**config.mk**
```make
export PLATFORM = sky130hd
export DESIGN_NAME = bram_debug_sequencer
export DESIGN_NICKNAME = d
export VERILOG_FILES = /design/src/rtl/bram_debug_sequencer.sv
export SDC_FILE = /design/constraint.sdc
export NUM_CORES = 1
export LEC_CHECK = 0
export CAP_MARGIN = 0
export CORE_AREA = 4 4 133 199
export DETAILED_ROUTE_END_ITERATION = 12
export DIE_AREA = 0 0 137 203
export PLACE_DENSITY = 0.55
export SYNTH_ARGS = -nofsm -noshare
export SYNTH_HDL_FRONTEND = slang
export SYNTH_SLANG_ARGS = --single-unit
```
**constraint.sdc**
```tcl
create_clock -name CPU_CLK -period 5 [get_ports CPU_CLK]
set_input_delay 0.75 -clock CPU_CLK [delete_from_list [all_inputs] [get_ports CPU_CLK]]
set_output_delay 0.75 -clock CPU_CLK [all_outputs]
set_load 0.02 [all_outputs]
```
**src/rtl/bram_debug_sequencer.sv**
```systemverilog
`default_nettype none
// +--------------------------------------------------------------------------+
// | Module   : bram_debug_sequencer                                          |
// | Purpose  : Load / reset / run / dump sequencer for the RV32I core's      |
// |            block-RAM debug ports. Streams host words into NUM_MEM        |
// |            memories, holds then releases the core reset, runs the core   |
// |            for a bounded time or until halt, then streams every memory   |
// |            back out with address and memory tags.                        |
// | Ports    : CPU_CLK/CPU_RST      clock, synchronous active-high reset     |
// |            i_start, i_halt      sequence start, early end of RUN         |
// |            i_in_*/o_in_ready    load stream (valid/ready, last per mem)  |
// |            o_out_*/i_out_ready  dump stream (data, byte addr, mem, last) |
// |            o_dbg_a/wd/we, i_dbg_rd  per-memory debug ports               |
// |            o_core_rst, o_busy, o_done  core reset and status             |
// | Revision : 1.0  initial release                                          |
// +--------------------------------------------------------------------------+
module bram_debug_sequencer #(
  parameter int WORDS      = 4096,
  parameter int NUM_MEM    = 2,
  parameter int RST_CYCLES = 5,
  parameter int RUN_CYCLES = 200000,
  parameter int RD_LATENCY = 2
) (
  input  logic                       CPU_CLK,
  input  logic                       CPU_RST,
  input  logic                       i_start,
  input  logic                       i_halt,
  input  logic                       i_in_valid,
  output logic                       o_in_ready,
  input  logic [31:0]                i_in_data,
  input  logic                       i_in_last,
  output logic                       o_out_valid,
  input  logic                       i_out_ready,
  output logic [31:0]                o_out_data,
  output logic [31:0]                o_out_addr,
  output logic [$clog2(NUM_MEM)-1:0] o_out_mem,
  output logic                       o_out_last,
  output logic [32*NUM_MEM-1:0]      o_dbg_a,
  output logic [31:0]                o_dbg_wd,
  output logic [4*NUM_MEM-1:0]       o_dbg_we,
  input  logic [32*NUM_MEM-1:0]      i_dbg_rd,
  output logic                       o_core_rst,
  output logic                       o_busy,
  output logic                       o_done
);

  localparam int c_MW = $clog2(NUM_MEM);
  localparam int c_WW = $clog2(WORDS);
  localparam logic [c_MW-1:0] c_M_LAST    = c_MW'(NUM_MEM - 1);
  localparam logic [c_WW-1:0] c_W_LAST    = c_WW'(WORDS - 1);
  localparam logic [31:0]     c_HOLD_LAST = 32'(RST_CYCLES - 1);
  localparam logic [31:0]     c_RUN_LAST  = 32'(RUN_CYCLES - 1);
  localparam logic [31:0]     c_WAIT_LAST = 32'(RD_LATENCY - 1);

  typedef enum logic [2:0] {
    S_IDLE      = 3'd0,
    S_LOAD      = 3'd1,
    S_HOLD      = 3'd2,
    S_RUN       = 3'd3,
    S_DUMP_ADDR = 3'd4,
    S_DUMP_WAIT = 3'd5,
    S_DUMP_OUT  = 3'd6,
    S_DONE      = 3'd7
  } state_t;

  state_t                r_state, w_state_nxt;
  logic [c_MW-1:0]       r_m, w_m_nxt;
  logic [c_WW-1:0]       r_w, w_w_nxt;
  logic [31:0]           r_cnt, w_cnt_nxt;
  logic [32*NUM_MEM-1:0] r_dbg_a, w_dbg_a_nxt;
  logic [31:0]           r_dbg_wd, w_dbg_wd_nxt;
  logic [4*NUM_MEM-1:0]  r_dbg_we, w_dbg_we_nxt;
  logic                  r_out_valid, w_out_valid_nxt;
  logic [31:0]           r_out_data, w_out_data_nxt;
  logic [31:0]           r_out_addr, w_out_addr_nxt;
  logic [c_MW-1:0]       r_out_mem, w_out_mem_nxt;
  logic                  r_out_last, w_out_last_nxt;
  logic [31:0]           w_rd_sel;

  function automatic logic [31:0] f_baddr(input logic [c_WW-1:0] w);
    return 32'({w, 2'b00});
  endfunction

  always_ff @(posedge CPU_CLK) begin
    if (CPU_RST) begin
      r_state     <= S_IDLE;
      r_m         <= '0;
      r_w         <= '0;
      r_cnt       <= '0;
      r_dbg_a     <= '0;
      r_dbg_wd    <= '0;
      r_dbg_we    <= '0;
      r_out_valid <= 1'b0;
      r_out_data  <= '0;
      r_out_addr  <= '0;
      r_out_mem   <= '0;
      r_out_last  <= 1'b0;
    end else begin
      r_state     <= w_state_nxt;
      r_m         <= w_m_nxt;
      r_w         <= w_w_nxt;
      r_cnt       <= w_cnt_nxt;
      r_dbg_a     <= w_dbg_a_nxt;
      r_dbg_wd    <= w_dbg_wd_nxt;
      r_dbg_we    <= w_dbg_we_nxt;
      r_out_valid <= w_out_valid_nxt;
      r_out_data  <= w_out_data_nxt;
      r_out_addr  <= w_out_addr_nxt;
      r_out_mem   <= w_out_mem_nxt;
      r_out_last  <= w_out_last_nxt;
    end
  end

  always_comb begin
    w_state_nxt     = r_state;
    w_m_nxt         = r_m;
    w_w_nxt         = r_w;
    w_cnt_nxt       = r_cnt;
    // Address and write enables fall back to zero every cycle, so a write
    // pulse lasts exactly one cycle and idle slices read as zero.
    w_dbg_a_nxt     = '0;
    w_dbg_wd_nxt    = r_dbg_wd;
    w_dbg_we_nxt    = '0;
    w_out_valid_nxt = r_out_valid;
    w_out_data_nxt  = r_out_data;
    w_out_addr_nxt  = r_out_addr;
    w_out_mem_nxt   = r_out_mem;
    w_out_last_nxt  = r_out_last;

    w_rd_sel = '0;
    for (int k = 0; k < NUM_MEM; k++) begin
      if (r_m == c_MW'(k)) w_rd_sel = i_dbg_rd[k*32 +: 32];
    end

    case (r_state)
      S_IDLE, S_DONE: begin
        if (i_start) begin
          w_state_nxt = S_LOAD;
          w_m_nxt     = '0;
          w_w_nxt     = '0;
        end
      end

      S_LOAD: begin
        if (i_in_valid) begin
          for (int k = 0; k < NUM_MEM; k++) begin
            if (r_m == c_MW'(k)) begin
              w_dbg_a_nxt[k*32 +: 32] = f_baddr(r_w);
              w_dbg_we_nxt[k*4 +: 4]  = 4'hF;
            end
          end
          w_dbg_wd_nxt = i_in_data;
          if ((r_w == c_W_LAST) || i_in_last) begin
            w_w_nxt = '0;
            if (r_m == c_M_LAST) begin
              w_m_nxt     = '0;
              w_cnt_nxt   = '0;
              w_state_nxt = S_HOLD;
            end else begin
              w_m_nxt = r_m + c_MW'(1);
            end
          end else begin
            w_w_nxt = r_w + c_WW'(1);
          end
        end
      end

      S_HOLD: begin
        if (r_cnt == c_HOLD_LAST) begin
          w_cnt_nxt   = '0;
          w_state_nxt = S_RUN;
        end else begin
          w_cnt_nxt = r_cnt + 32'd1;
        end
      end

      S_RUN: begin
        if ((r_cnt == c_RUN_LAST) || i_halt) begin
          w_m_nxt     = '0;
          w_w_nxt     = '0;
          w_state_nxt = S_DUMP_ADDR;
        end else begin
          w_cnt_nxt = r_cnt + 32'd1;
        end
      end

      S_DUMP_ADDR: begin
        w_cnt_nxt   = '0;
        w_state_nxt = S_DUMP_WAIT;
      end

      S_DUMP_WAIT: begin
        if (r_cnt == c_WAIT_LAST) begin
          w_out_valid_nxt = 1'b1;
          w_out_data_nxt  = w_rd_sel;
          w_out_addr_nxt  = f_baddr(r_w);
          w_out_mem_nxt   = r_m;
          w_out_last_nxt  = (r_m == c_M_LAST) && (r_w == c_W_LAST);
          w_state_nxt     = S_DUMP_OUT;
        end else begin
          w_cnt_nxt = r_cnt + 32'd1;
        end
      end

      S_DUMP_OUT: begin
        if (i_out_ready) begin
          w_out_valid_nxt = 1'b0;
          w_out_last_nxt  = 1'b0;
          if (r_w == c_W_LAST) begin
            w_w_nxt = '0;
            if (r_m == c_M_LAST) begin
              w_m_nxt     = '0;
              w_state_nxt = S_DONE;
            end else begin
              w_m_nxt     = r_m + c_MW'(1);
              w_state_nxt = S_DUMP_ADDR;
            end
          end else begin
            w_w_nxt     = r_w + c_WW'(1);
            w_state_nxt = S_DUMP_ADDR;
          end
        end
      end

      default: w_state_nxt = S_IDLE;
    endcase

    // Dump address is a function of the word about to be read: it appears
    // on the first DUMP_ADDR cycle and stays put until that word is accepted.
    if ((w_state_nxt == S_DUMP_ADDR) || (w_state_nxt == S_DUMP_WAIT) ||
        (w_state_nxt == S_DUMP_OUT)) begin
      for (int k = 0; k < NUM_MEM; k++) begin
        if (w_m_nxt == c_MW'(k)) w_dbg_a_nxt[k*32 +: 32] = f_baddr(w_w_nxt);
      end
    end
  end

  assign o_in_ready  = (r_state == S_LOAD);
  assign o_core_rst  = (r_state != S_RUN);
  assign o_busy      = (r_state != S_IDLE) && (r_state != S_DONE);
  assign o_done      = (r_state == S_DONE);
  assign o_out_valid = r_out_valid;
  assign o_out_data  = r_out_data;
  assign o_out_addr  = r_out_addr;
  assign o_out_mem   = r_out_mem;
  assign o_out_last  = r_out_last;
  assign o_dbg_a     = r_dbg_a;
  assign o_dbg_wd    = r_dbg_wd;
  assign o_dbg_we    = r_dbg_we;

endmodule
`default_nettype wire

```
==> metrics.yaml, run 1 <==
p_switching_mw: 0.6896
drive_gt1_share_pct: 5.680
period_minus_slack_ns: 3.347
io_pins: 278
drt_wl_total_um: 22160
finalSetupTns_ns: 0
initial_core_util_pct: 29.52
synthAdderAreaFrac_pct: 0.8519
antenna_found_initial: 0
yosys_register_bits: 153
gp_congestion: 0.8067
rsz0062_at_grt: "no"
leakage_nw: 3.441
post_dp_cell_area_sq_um: 9499
met1_length_um: 8173
ff2ff_setup_slack_ns: 1.65
cts_tree: "built"
cts_root_buf: "clkbuf_16"
core_sq_um: 24870
synth.cell_area_sq_um: 7343
area_delta_synth_final_pct: 37.45
finalCritPeriodShare_pct: 66.93
synth-xor-area-share_pct: 2.743
ctsResizeCount: 0
rows: 71
final_area_sq_um: 10090
p_sw_share_pct: 24.21
max_freq_mhz: 298.8
path_class: "flip-flop to flip-flop"
dp_hpwl_um: 16340
status: "finished, final reports clean"
slowest_delay_ns: 0.81
vias: 6625
overflow: 0
critical_path.cell_chain: "ha_1 -> nand4_2 -> nor3_1 -> nand2b_1 -> inv_2 -> ha_1 -> a21o_1 -> a21oi_1 -> a21oi_1 -> nor4_4 -> o21ai_2 -> o31ai_1"
wl_met3_um: 1174
die_area_sq_um: 27810
n_antenna_cell: 0
end_kind: "flip-flop"
seqPwrFrac_pct: 43.7
clock_skew_ns: 0.01009
htree_levels: 4
worstHoldPathType: "flip-flop to flip-flop"
post-cts-setup-buffers: 0
grt_max_degree: 79
crit_slowest_cell: "o21ai_2"
synth_edf_count: 0
highest_layer: "met4"
cts.path.max_buffers: 2
crit_required_ns: 5.27
synthArstFlopShare_pct: 0
pwr-share-comb_pct: 10.2
p_int_mw: 2.159
synthMuxAreaShare_pct: 4.498
routedWlPerCell_um: 15.81
cts.sinks: 153
clk_latency_ns: 0.43
crit_fanout: 24
drtIter0Drc: 414
yosys.cell_types.count: 66
setup_viol: 0
crit_arrival_ns: 3.62
synth_simple_gate_area_share_pct: 22.39
syn_avg_cell_area_sq_um: 8.335
portBuffers: 217
clkPwrFrac_pct: 46.1
finalNetCount: 1170
die_width_um: 137
worst_pin_slew_ns: 1.050
crit_path_start_kind: "flip-flop"
vias_per_cell: 4.725
antenna_left: 0
grt_pass1_wl_um: 34280
path_clk_slew_ns: 0.06
max_slew_margin_pct: 29.98
synth_top_family_by_area: "simple AND/OR/NAND/NOR gates"
max_cap_viol_count: 0
synth_ff_type: "dfxtp_1"
power.density_nw_per_um2: 282.2
maxSlewViolCount: 0
dr_wl_met2_um: 12350
cts_buffers: 17
synth_compound_area_share_pct: 16.44
drc: 0
die_h_um: 203
grt_pass1_vias: 6357
netlist_instances: 881
grt.total_usage_pct: 15.68
drtPass1Iterations: 4
synth_seq_area_share_pct: 41.71
final_core_util_pct: 40.58
p_total_mw: 2.849
hold_buffers: 0
vdd_drop_max_v: 0.0002241
hold_viol: 0
yosysWarnings: 0
-- sequential cells by signal, indices dropped and copies added (netlist names) --
| signal | count |
|---|---|
| o_out_addr | 12 |
| r_state | 3 |
| r_m | 1 |
| o_out_valid | 1 |
| r_w | 12 |
| o_dbg_a | 24 |
| o_out_last | 1 |
| r_cnt | 32 |
| o_dbg_we | 2 |
| o_out_mem | 1 |
| o_out_data | 32 |
| o_dbg_wd | 32 |
-- cells by family (layout without fill, tap and decap cells) --
kind of cell               after synthesis  count (layout)
buffers and inverters                  149             283
xor gates and xnor gates                23              23
muxes                                   33              33
DFF                                    153             153
other                                    1              60
and+or+nand+nor                        334             334
AOI/OAI and AO/OA                      183             183
adders and majority gates                5               5
-- worst paths after layout --
check	to	startpoint	depth (start not counted)
max	o_dbg_a[34]$_SDFF_PP0_	r_w[0]$_SDFF_PP0_	12
min	o_out_addr[12]$_SDFFE_PP0P_	o_out_addr[12]$_SDFFE_PP0P_	2
max reg2reg	o_dbg_a[34]$_SDFF_PP0_	r_w[0]$_SDFF_PP0_	12
min reg2reg	o_out_addr[12]$_SDFFE_PP0P_	o_out_addr[12]$_SDFFE_PP0P_	2
-- power groups by stage --
stage / Sequential (mW) / Combinational, mW / Clock, mW
6_report: 1.25 / 0.289 / 1.31
4_1_cts: 1.25 / 0.292 / 1.36
3_5_place_dp: 1.27 / 0.291 / 0
5_1_grt: 1.25 / 0.313 / 1.40
3_3_place_gp: 1.27 / 0.291 / 0
2_1_floorplan: 1.28 / 0.177 / 0
-- final cells by class --
| class | instances | area, sq um |
|---|---|---|
| Sequential cell | 153 | 3064 |
| Multi-Input combinational cell | 638 | 3692 |
| Inverter | 26 | 97.59 |
| Timing Repair Buffer | 226 | 2235 |
| Clock buffer | 20 | 446.7 |
| Fill cell | 2562 | 14780 |
| Clock inverter | 11 | 147.6 |
| Tap cell | 328 | 410.4 |
-- cells in the mapped netlist (4+ instances only) --
cell / n / area, sq um
a211oi_1: 35 / 262.8
a21oi_1: 69 / 345.3
and2_1: 4 / 25.02
and3_1: 12 / 75.07
buf_2: 16 / 80.08
buf_4: 67 / 503.0
clkbuf_1: 39 / 146.4
dfxtp_1: 153 / 3063
ha_1: 5 / 62.56
inv_1: 25 / 93.84
mux2i_1: 33 / 330.3
nand2_1: 138 / 518.0
nand3_1: 25 / 125.1
nand4_1: 11 / 68.82
nor2_1: 67 / 251.5
nor3_1: 17 / 85.08
nor4_1: 15 / 93.84
nor4_2: 4 / 50.05
o21ai_0: 16 / 80.08
o31ai_1: 27 / 202.7
or3_1: 15 / 93.84
xnor2_1: 22 / 192.7
-- layout by cell type (no fill, tap or decap), types with 3 or more instances in the layout --
master	n
a211oi_1	35
o31ai_1	27
nor4_1	15
nor3b_1	3
nand3b_1	3
a22oi_1	3
and3_1	12
nor3_1	17
buf_4	9
inv_1	25
clkbuf_16	17
o311a_1	3
ha_1	5
nand3_1	25
and2_1	4
nor2_1	67
clkinvlp_4	4
clkdlybuf4s50_1	216
mux2i_1	33
bufinv_16	3
nand2b_1	3
a21oi_1	69
a21o_1	3
nand2_1	138
conb_1	60
nor4_2	4
or3_1	15
xnor2_1	22
o21ai_0	16
nand4_1	11
a31oi_1	3
dfxtp_1	152
-- layer usage --
metal / global-route usage (%) / vias to the layer above
met5: 0 / -
met4: 6.063 / 0
met3: 3.198 / 28
met2: 29.88 / 216
met1: 16.42 / 3064
li1: - / 3317
-- metrics by stage --
step	hold slack (ns)	setup slack [ns]	cells
CTS	0.4508	1.680	1402
global route	0.4713	1.368	1402
global placement	0.4387	1.465	1371
finish	0.4478	1.654	1402
floorplan	0.4693	2.329	940
detailed placement	0.4434	1.449	1371
-- critical path: cells and delay by family (launching register included) --
kind            cells  cell delay [ns]
buf+inv             1             0.15
fa+ha+maj           2             0.49
flops               1             0.46
compound gates      5             1.39
simple gates        4             0.67
No activity file was read; power rests on OpenSTA's default activity.
==> inputs of run 2 (changes only) <==
PLACE_DENSITY = 0.57   (was 0.55)
clock period = 2.8 ns   (was 5 ns; I/O delays follow)
==> metrics.yaml, run 2 (synthesized netlist as in run 1, its figures left out) <==
status: "finished, final reports clean"
crit_required_ns: 3.12  # -2.15 ns
crit_end: "o_dbg_a[4]$_SDFF_PP0_"
fillers: 2535  # -1.1%
critPathBufInv: 2  # +1
setup_viol: 0  # unchanged
end_kind: "flip-flop"
cts_root_buf: "clkbuf_16"
r2r_cells: 12  # unchanged
hold_slack_ns: 0.3708  # -0.07701 ns
finalNetCount: 1194  # +2.1%
drtPass1Iterations: 4  # unchanged
mostFrequentLayoutCell: "clkdlybuf4s50_1"
reg2reg_to: "o_dbg_a[4]$_SDFF_PP0_"
cts_tree: "built"
crit_arrival_ns: 3.03  # -0.59 ns
gp_congestion: 0.8489  # +5.2%
layout.area.seq_sq_um: 3065  # about the same
critical_path.cell_chain: "ha_2 -> nand4_2 -> nor3_2 -> nand2b_1 -> inv_2 -> ha_1 -> a32o_1 -> a32oi_1 -> and3_1 -> o311ai_1 -> buf_4 -> o31ai_1"
htree_levels: 4  # unchanged
antenna_left: 0  # unchanged
finalCritPeriodShare_pct: 96.73  # +30 points
crit_start: "r_w[1]$_SDFF_PP0_"
clock_skew_ns: 0.007121  # -0.002967 ns
grt_max_degree: 79  # unchanged
n_antenna_cell: 0  # unchanged
die_h_um: 203  # unchanged
vias: 6767  # +2.1%
io_pins: 278  # unchanged
grt_pass1_wl_um: 34800  # +1.5%
hold_viol: 0  # unchanged
max_cap_viol_count: 0  # unchanged
path_clk_slew_ns: 0.06  # about the same
vdd_drop_max_v: 0.0004509  # +100%
rsz0062_at_grt: "no"
hold_depth: 2  # unchanged
drive_gt1_share_pct: 7.840  # +2.2 points
die_width_um: 137  # unchanged
crit_slowest_cell: "dfxtp_1"
max_slew_margin_pct: 41.87  # +12 points
maxSlewViolCount: 0  # unchanged
area_delta_synth_final_pct: 39.68
core_sq_um: 24870  # unchanged
rows: 71  # unchanged
drc: 0  # unchanged
clk_latency_ns: 0.43  # about the same
drt_wl_total_um: 22810  # +2.9%
multi_input_area_sq_um: 3705  # +0.34%
grt.total_usage_pct: 16.06  # +0.38 points
finalSetupTns_ns: 0  # unchanged
ff2ff_setup_slack_ns: 0.09  # -1.56 ns
overflow: 0  # unchanged
drtIter0Drc: 349  # -16%
rr_startpoint: "r_w[1]$_SDFF_PP0_"
initial_core_util_pct: 29.52  # unchanged
antenna_found_initial: 0  # unchanged
layout_common_cells: "216 x clkdlybuf4s50_1, 151 x dfxtp_1, 138 x nand2_1, 69 x a21oi_1, 67 x nor2_1"
power.density_nw_per_um2: 477.3  # +69%
worst_pin_slew_ns: 0.8720  # -0.1783 ns
cts.path.max_buffers: 2  # unchanged
leakage_nw: 3.549  # +3.1%
routedWlPerCell_um: 16.01  # +1.3%
worstHoldPathType: "input port to flip-flop"
die_area_sq_um: 27810  # unchanged
period_minus_slack_ns: 2.709  # -0.6380 ns
cts_buffers: 17  # unchanged
portBuffers: 217  # unchanged
slowest_delay_ns: 0.36  # -0.45 ns
grt_pass1_vias: 6430  # +1.1%
cp.depth: 12  # unchanged
dp_hpwl_um: 16890  # +3.4%
critPathTopFamily: "compound AO/OA/AOI/OAI gates"
cts.sinks: 153  # unchanged
vias_per_cell: 4.749  # +0.49%
crit_path_start_kind: "flip-flop"
max_freq_mhz: 369.2  # +24%
crit_fanout: 12  # -50%
path_class: "flip-flop to flip-flop"
==> run 2: cell types whose count changed in the layout (fill, tap and decap cells not counted), moves of 2 or more <==
| cell | change |
|---|---|
| clkbuf_1 | +2 |
| bufinv_16 | -2 |
| buf_4 | +22 |
| buf_12 | +2 |
==> run 2: power by group <==
group | switching [mW] | leakage [nW] | total (mW) | internal (mW)
combinational | 0.293 | 2.06 | 0.535 | 0.242
clock | 0.885 | 0.255 | 2.14 | 1.26
sequential | 0.0176 | 1.24 | 2.22 | 2.20
total | 1.20 | 3.55 | 4.90 | 3.70
==> run 2: repair_timing <==
item	4_1_cts	5_1_grt
endpoints found under the setup margin	1	25
buffers inserted	0	0
hold buffers	0	0
gates resized for setup	1	3
pin swaps	0	1
cloned	0	0
hold endpoints to repair	0	0
==> run 2: worst min-delay path by stage <==
stage               slack (ns)                    endpoint                        from
global route              0.37              r_m$_SDFF_PP0_                     CPU_RST
CTS                       0.35              r_m$_SDFF_PP0_                     CPU_RST
floorplan                 0.47      r_cnt[31]$_SDFFE_PP0P_      r_cnt[31]$_SDFFE_PP0P_
detailed placement        0.44  o_out_addr[5]$_SDFFE_PP0P_  o_out_addr[5]$_SDFFE_PP0P_
finish                    0.37              r_m$_SDFF_PP0_                     CPU_RST
global placement          0.44  o_out_addr[7]$_SDFFE_PP0P_  o_out_addr[7]$_SDFFE_PP0P_
==> run 2: final cells by class <==
type / count / area share, %
multi-input cells: 638 / 36.12
flip-flops and latches: 153 / 29.89
repair buffers: 250 / 23.79
clock buffers: 23 / 4.562
well taps: 328 / 4.001
inverters: 26 / 0.9515
clock inverters: 7 / 0.6953
==> run 2: metrics by stage <==
stage | utilization (%) | total power [mW] | instance area (sq um) | instances | worst slack [ns]
floorplan | - | 2.606 | 7565 | 940 | 0.1294
global placement | 39.01 | 2.804 | 9704 | 1395 | 0.07762
detailed placement | 39.01 | 2.806 | 9704 | 1395 | 0.01877
CTS | 41.20 | 4.977 | 10250 | 1425 | 0.02925
global route | 41.24 | 5.103 | 10260 | 1425 | 0.01261
finish | 41.24 | 4.896 | 10260 | 1425 | 0.09148
==> run 2: metal layers <==
| layer | wire length [um] | GRT usage (%) | vias up |
|---|---|---|---|
| met5 | 0 | 0 | - |
| met4 | 679 | 6.491 | 0 |
| li1 | - | - | 3363 |
| met3 | 1204 | 3.743 | 39 |
| met2 | 12490 | 30.26 | 220 |
| met1 | 8437 | 16.72 | 3145 |
==> RTL edit 1: new RTL, flow settings as in run 1 <==
The 8 states of `state_t` get a one-hot encoding in 8 bits.
--- a/src/rtl/bram_debug_sequencer.sv
+++ b/src/rtl/bram_debug_sequencer.sv
@@ -52,15 +52,15 @@
   localparam logic [31:0]     c_RUN_LAST  = 32'(RUN_CYCLES - 1);
   localparam logic [31:0]     c_WAIT_LAST = 32'(RD_LATENCY - 1);
 
-  typedef enum logic [2:0] {
-    S_IDLE      = 3'd0,
-    S_LOAD      = 3'd1,
-    S_HOLD      = 3'd2,
-    S_RUN       = 3'd3,
-    S_DUMP_ADDR = 3'd4,
-    S_DUMP_WAIT = 3'd5,
-    S_DUMP_OUT  = 3'd6,
-    S_DONE      = 3'd7
+  typedef enum logic [7:0] {
+    S_IDLE      = 8'b00000001,
+    S_LOAD      = 8'b00000010,
+    S_HOLD      = 8'b00000100,
+    S_RUN       = 8'b00001000,
+    S_DUMP_ADDR = 8'b00010000,
+    S_DUMP_WAIT = 8'b00100000,
+    S_DUMP_OUT  = 8'b01000000,
+    S_DONE      = 8'b10000000
   } state_t;
 
   state_t                r_state, w_state_nxt;
Formal check against the unedited RTL: no difference found for any inputs over 4 cycles, from zero or initial values and one cycle with CPU_RST high; so few cycles prove little.
==> RTL edit 1 against run 1 <==
  * Power is 6.4% higher
  * Area after synthesis is 0.61% higher
  * Die area stayed put
  * Worst setup slack better by 0.0064 ns
  * Routed wire length is 0.52% higher
  * Sequential cell count is 5 higher
  * Combinational power is 8.3% lower
  * Design area is 0.93% higher
  * Sequential share of layout area is 0.70 points higher
  * Largest power group unchanged
  * Critical endpoint is now o_dbg_a[44]$_SDFF_PP0_
  * Highest routed layer unchanged
==> RTL edit 1: results (changes against run 1) <==
met2_length_microns: 11970  # was 12,350 microns
hold_class: "reg -> reg"  # unchanged
grt_max_degree: 80  # was 79
placedCellCount: 1381  # was 1,371
ir_drop_mv: 0.2399  # was 0.2241 mV
wl_microns: 22280  # was 22,160 microns
clock_path_buffers: 2  # unchanged
synth_cells: 892  # was 881
skew_ns: 0.009162  # was 0.01009 ns
synthXorXnorAreaFrac_pct: 2.845  # was 2.743%
post_cts_buffers: 0  # unchanged
dr.pass1.iters: 5  # was 4
grt_use_met3_pct: 3.347  # was 3.198%
vias_per_cell: 4.758  # was 4.725
ys_top_cells_by_area: "dfxtp_1 43%, buf_4 6.8%, nand2_1 6.5%, nor2_1 5.2%, a21oi_1 4.8%"  # was dfxtp_1 42%, nand2_1 7.1%, buf_4 6.8%, a21oi_1 4.7%, mux2i_1 4.5%
initialDrtViolationCount: 501  # was 414
synthMuxAreaShare_pct: 4.488  # was 4.498%
synth_sequential_area_ratio_pct: 42.81  # was 41.71%
synth_compound_area_share_pct: 15.95  # was 16.44%
cts_buffers: 17  # unchanged
routed.top_layer: "met4"  # unchanged
worstMarginPinSlew_ns: 1.096  # was 1.050 ns
outcome: "finished, final reports clean"  # unchanged
placed_area_sq_mm: 0.009515  # was 0.009499 sq mm
p_leak_nw: 3.465  # was 3.441 nW
swShare_pct: 22.61  # was 24.21%
route.met3.wl_microns: 1194  # was 1174 microns
whs_path_depth: 2  # unchanged
post_cts_resized: 0  # unchanged
grt_pass1_wl_microns: 34010  # was 34,280 microns
dp_hpwl_microns: 16270  # was 16,340 microns
seqPwrFrac_pct: 42.1  # was 43.7%
yosys_warnings: 0  # unchanged
use_met2_pct: 28.26  # was 29.88%
met1Wirelength_microns: 8470  # was 8173 microns
ys_types: 67  # was 66
critPathMaxStageDelay_ns: 0.85  # was 0.81 ns
yosys-top-cells-count: "158 x dfxtp_1, 127 x nand2_1, 102 x nor2_1"  # was 153 x dfxtp_1, 138 x nand2_1, 69 x a21oi_1
place.gp.congestion: 0.8423  # was 0.8067
arrival_ns: 3.70  # was 3.62 ns
critPathTopFamily: "compound AO/OA/AOI/OAI gates"  # unchanged
synth_fa_ha_area_share_pct: 1.016  # was 0.8519%
first_global_vias: 6331  # was 6,357
grtUsageMet1_pct: 17.07  # was 16.42%
place_ws_ns: 1.517  # was 1.449 ns
synth_top_area_share_pct: 42.81  # was 41.71%
clockPowerShare_pct: 49.1  # was 46.1%
vias: 6723  # was 6,625
crit_slowest_cell: "a21oi_1"  # was o21ai_2
nets: 1181  # was 1,170
clock_latency_ns: 0.43  # about the same
r2r_cells: 8  # was 12
path_max_fanout: 12  # was 24
drive_above_1_share_pct: 4.516  # was 5.680%
grt_usage_pct: 15.60  # was 15.68%
clk_pin_slew_ns: 0.06  # about the same
powerDensity_mw_per_mm2: 297.6  # was 282.2 mW/mm^2
-- RTL edit 1: cell count changes after synthesis, sizes merged, moves of 8 or more --
cell,delta
o31ai,-27
inv,-15
buf,-10
a22oi,+20
nand2,-11
nor2,+35
nor2b,+14
clkbuf,+8
-- RTL edit 1: worst paths after layout --
path                                from                          end  slack (ns)
max               r_cnt[22]$_SDFFE_PP0P_       o_dbg_a[44]$_SDFF_PP0_        1.66
min          o_out_addr[12]$_SDFFE_PP0P_  o_out_addr[12]$_SDFFE_PP0P_        0.45
max reg2reg       r_cnt[22]$_SDFFE_PP0P_       o_dbg_a[44]$_SDFF_PP0_        1.66
min reg2reg  o_out_addr[12]$_SDFFE_PP0P_  o_out_addr[12]$_SDFFE_PP0P_        0.45
-- RTL edit 1: cell type report --
class	count	area (sq um)
inverters	11	41.29
fillers	2550	14690
flip-flops and latches	158	3164
repair buffers	223	2215
multi-input cells	661	3685
well taps	328	410.4
clock inverters	10	207.7
clock buffers	22	464.2
==> RTL edit 2: new RTL, settings of run 1 <==
Made on the original files. Change the parameter `WORDS` from 4096 to 2048.
--- a/src/rtl/bram_debug_sequencer.sv
+++ b/src/rtl/bram_debug_sequencer.sv
@@ -15,7 +15,7 @@
 // | Revision : 1.0  initial release                                          |
 // +--------------------------------------------------------------------------+
 module bram_debug_sequencer #(
-  parameter int WORDS      = 4096,
+  parameter int WORDS      = 2048,
   parameter int NUM_MEM    = 2,
   parameter int RST_CYCLES = 5,
   parameter int RUN_CYCLES = 200000,
Formal check against the unedited RTL: same outputs for any inputs over 4 cycles, from zero or initial values and one cycle with CPU_RST high; that may be too few to reach the edited logic, so the function may still have changed.
==> RTL edit 2 against run 1 <==
  * Sequential cell count fell by 4
  * Routed wire length down 1.9%
  * Area after synthesis fell by 2.2%
  * Power up 3.6%
  * Global-route usage fell by 0.45 points
  * Design area down 1.8%
  * Cell count decreased by 2.6%
  * Largest power group unchanged
  * Critical path type is now reg -> out
  * Worst setup slack better by 0.15 ns
==> RTL edit 2: results (changes against run 1) <==
critPathTopFamily: "buffers and inverters"  # was compound AO/OA/AOI/OAI gates
p_leak_nw: 3.325  # was 3.441 nW
whs_endpoint: "o_out_addr[9]$_SDFFE_PP0P_"  # was o_out_addr[12]$_SDFFE_PP0P_
initialDrtViolationCount: 321  # was 414
yosys-top-cells-count: "149 x dfxtp_1, 112 x nand2_1, 103 x nor2_1"  # was 153 x dfxtp_1, 138 x nand2_1, 69 x a21oi_1
nFillCells: 2585  # was 2,562
r2r_slack_ns: 2.03  # was 1.65 ns
synth_sequential_area_ratio_pct: 41.55  # was 41.71%
finalHoldWorstSlack_ns: 0.4503  # was 0.4478 ns
drive_above_1_share_pct: 6.166  # was 5.680%
path_max_fanout: 18  # was 24
place.gp.congestion: 0.8223  # was 0.8067
crit_slowest_cell: "clkdlybuf4s50_1"  # was o21ai_2
critPathMaxStageDelay_ns: 0.77  # was 0.81 ns
arrival_ns: 2.44  # was 3.62 ns
ys_types: 68  # was 66
worstMarginPinSlew_ns: 0.9768  # was 1.050 ns
vias_per_cell: 4.648  # was 4.725
yosys_warnings: 0  # unchanged
outcome: "finished, final reports clean"  # unchanged
grt_pass1_wl_microns: 32860  # was 34,280 microns
r2r_cells: 6  # was 12
ys_top_cells_by_area: "dfxtp_1 42%, buf_4 7.3%, nand2_1 5.9%, nor2_1 5.4%, mux2i_1 4.6%"  # was dfxtp_1 42%, nand2_1 7.1%, buf_4 6.8%, a21oi_1 4.7%, mux2i_1 4.5%
reg2reg_from: "r_state[1]$_SDFF_PP0_"  # was r_w[0]$_SDFF_PP0_
first_global_vias: 6013  # was 6,357
skew_ns: 0.01119  # was 0.01009 ns
startpoint_type: "register"  # unchanged
wl_per_cell_microns: 15.92  # was 15.81 microns
grt_usage_pct: 15.23  # was 15.68%
io_buffers: 214  # was 217
RTL edit 2: worst max path at each step:
| stage | slack (ns) | startpoint | depth (start not counted) | to |
|---|---|---|---|---|
| floorplan | 2.44 | r_state[0]$_SDFF_PP0_ | 10 | o_dbg_a[4]$_SDFF_PP0_ |
| global placement | 1.74 | i_in_valid | 9 | o_dbg_a[39]$_SDFF_PP0_ |
| detailed placement | 1.68 | i_start | 8 | o_dbg_a[2]$_SDFF_PP0_ |
| CTS | 1.78 | r_state[0]$_SDFF_PP0_ | 2 | o_in_ready |
| global route | 1.62 | r_state[0]$_SDFF_PP0_ | 2 | o_in_ready |
| finish | 1.81 | r_state[0]$_SDFF_PP0_ | 2 | o_in_ready |
RTL edit 2: kinds of logic (layout without fill, tap and decap cells):
group | Yosys count | count (layout) | share of synthesized area (%)
mux | 33 | 33 | 4.601
flops | 149 | 149 | 41.55
simple gates | 340 | 340 | 22.45
other cells | 1 | 63 | 0.05223
xor+xnor | 31 | 31 | 3.782
fa+ha+maj | 5 | 5 | 0.8714
buf+inv | 146 | 268 | 11.73
compound gates | 149 | 149 | 14.97
RTL edit 2: tightest hold or removal path, cell delays in order (launching register included):
cell	delay [ns]
dfxtp_1	0.31
nand2_1	0.05
a21oi_1	0.05
RTL edit 2: metal layers:
metal	global-route usage [%]	up-vias	wire length, microns
met5	0	-	0
met4	5.742	0	447
met3	3.371	29	1043
met2	28.33	183	12030
met1	16.45	2956	8232
li1	-	3181	-
RTL edit 2: final cells by class:
| type | instances | area share (%) |
|---|---|---|
| repair buffers | 223 | 22.26 |
| flip-flops and latches | 149 | 30.10 |
| inverters | 13 | 0.4922 |
| multi-input cells | 621 | 36.29 |
| clock inverters | 10 | 1.931 |
| well taps | 328 | 4.140 |
| clock buffers | 22 | 4.784 |
RTL edit 2: power by group:
part	leakage [nW]	total, mW	internal (mW)	switching, mW
logic	1.80	0.289	0.129	0.160
registers	1.20	1.21	1.20	0.0128
clock network	0.318	1.45	0.932	0.518
total	3.33	2.95	2.26	0.691
RTL edit 2: per-stage QoR:
step	std cells	instance area, sq um	utilization [%]	worst slack, ns
detailed placement	1334	9248	37.18	1.683
floorplan	916	7412	-	2.444
finish	1366	9913	39.85	1.806
CTS	1366	9913	39.85	1.784
global route	1366	9913	39.85	1.623
global placement	1334	9248	37.18	1.742
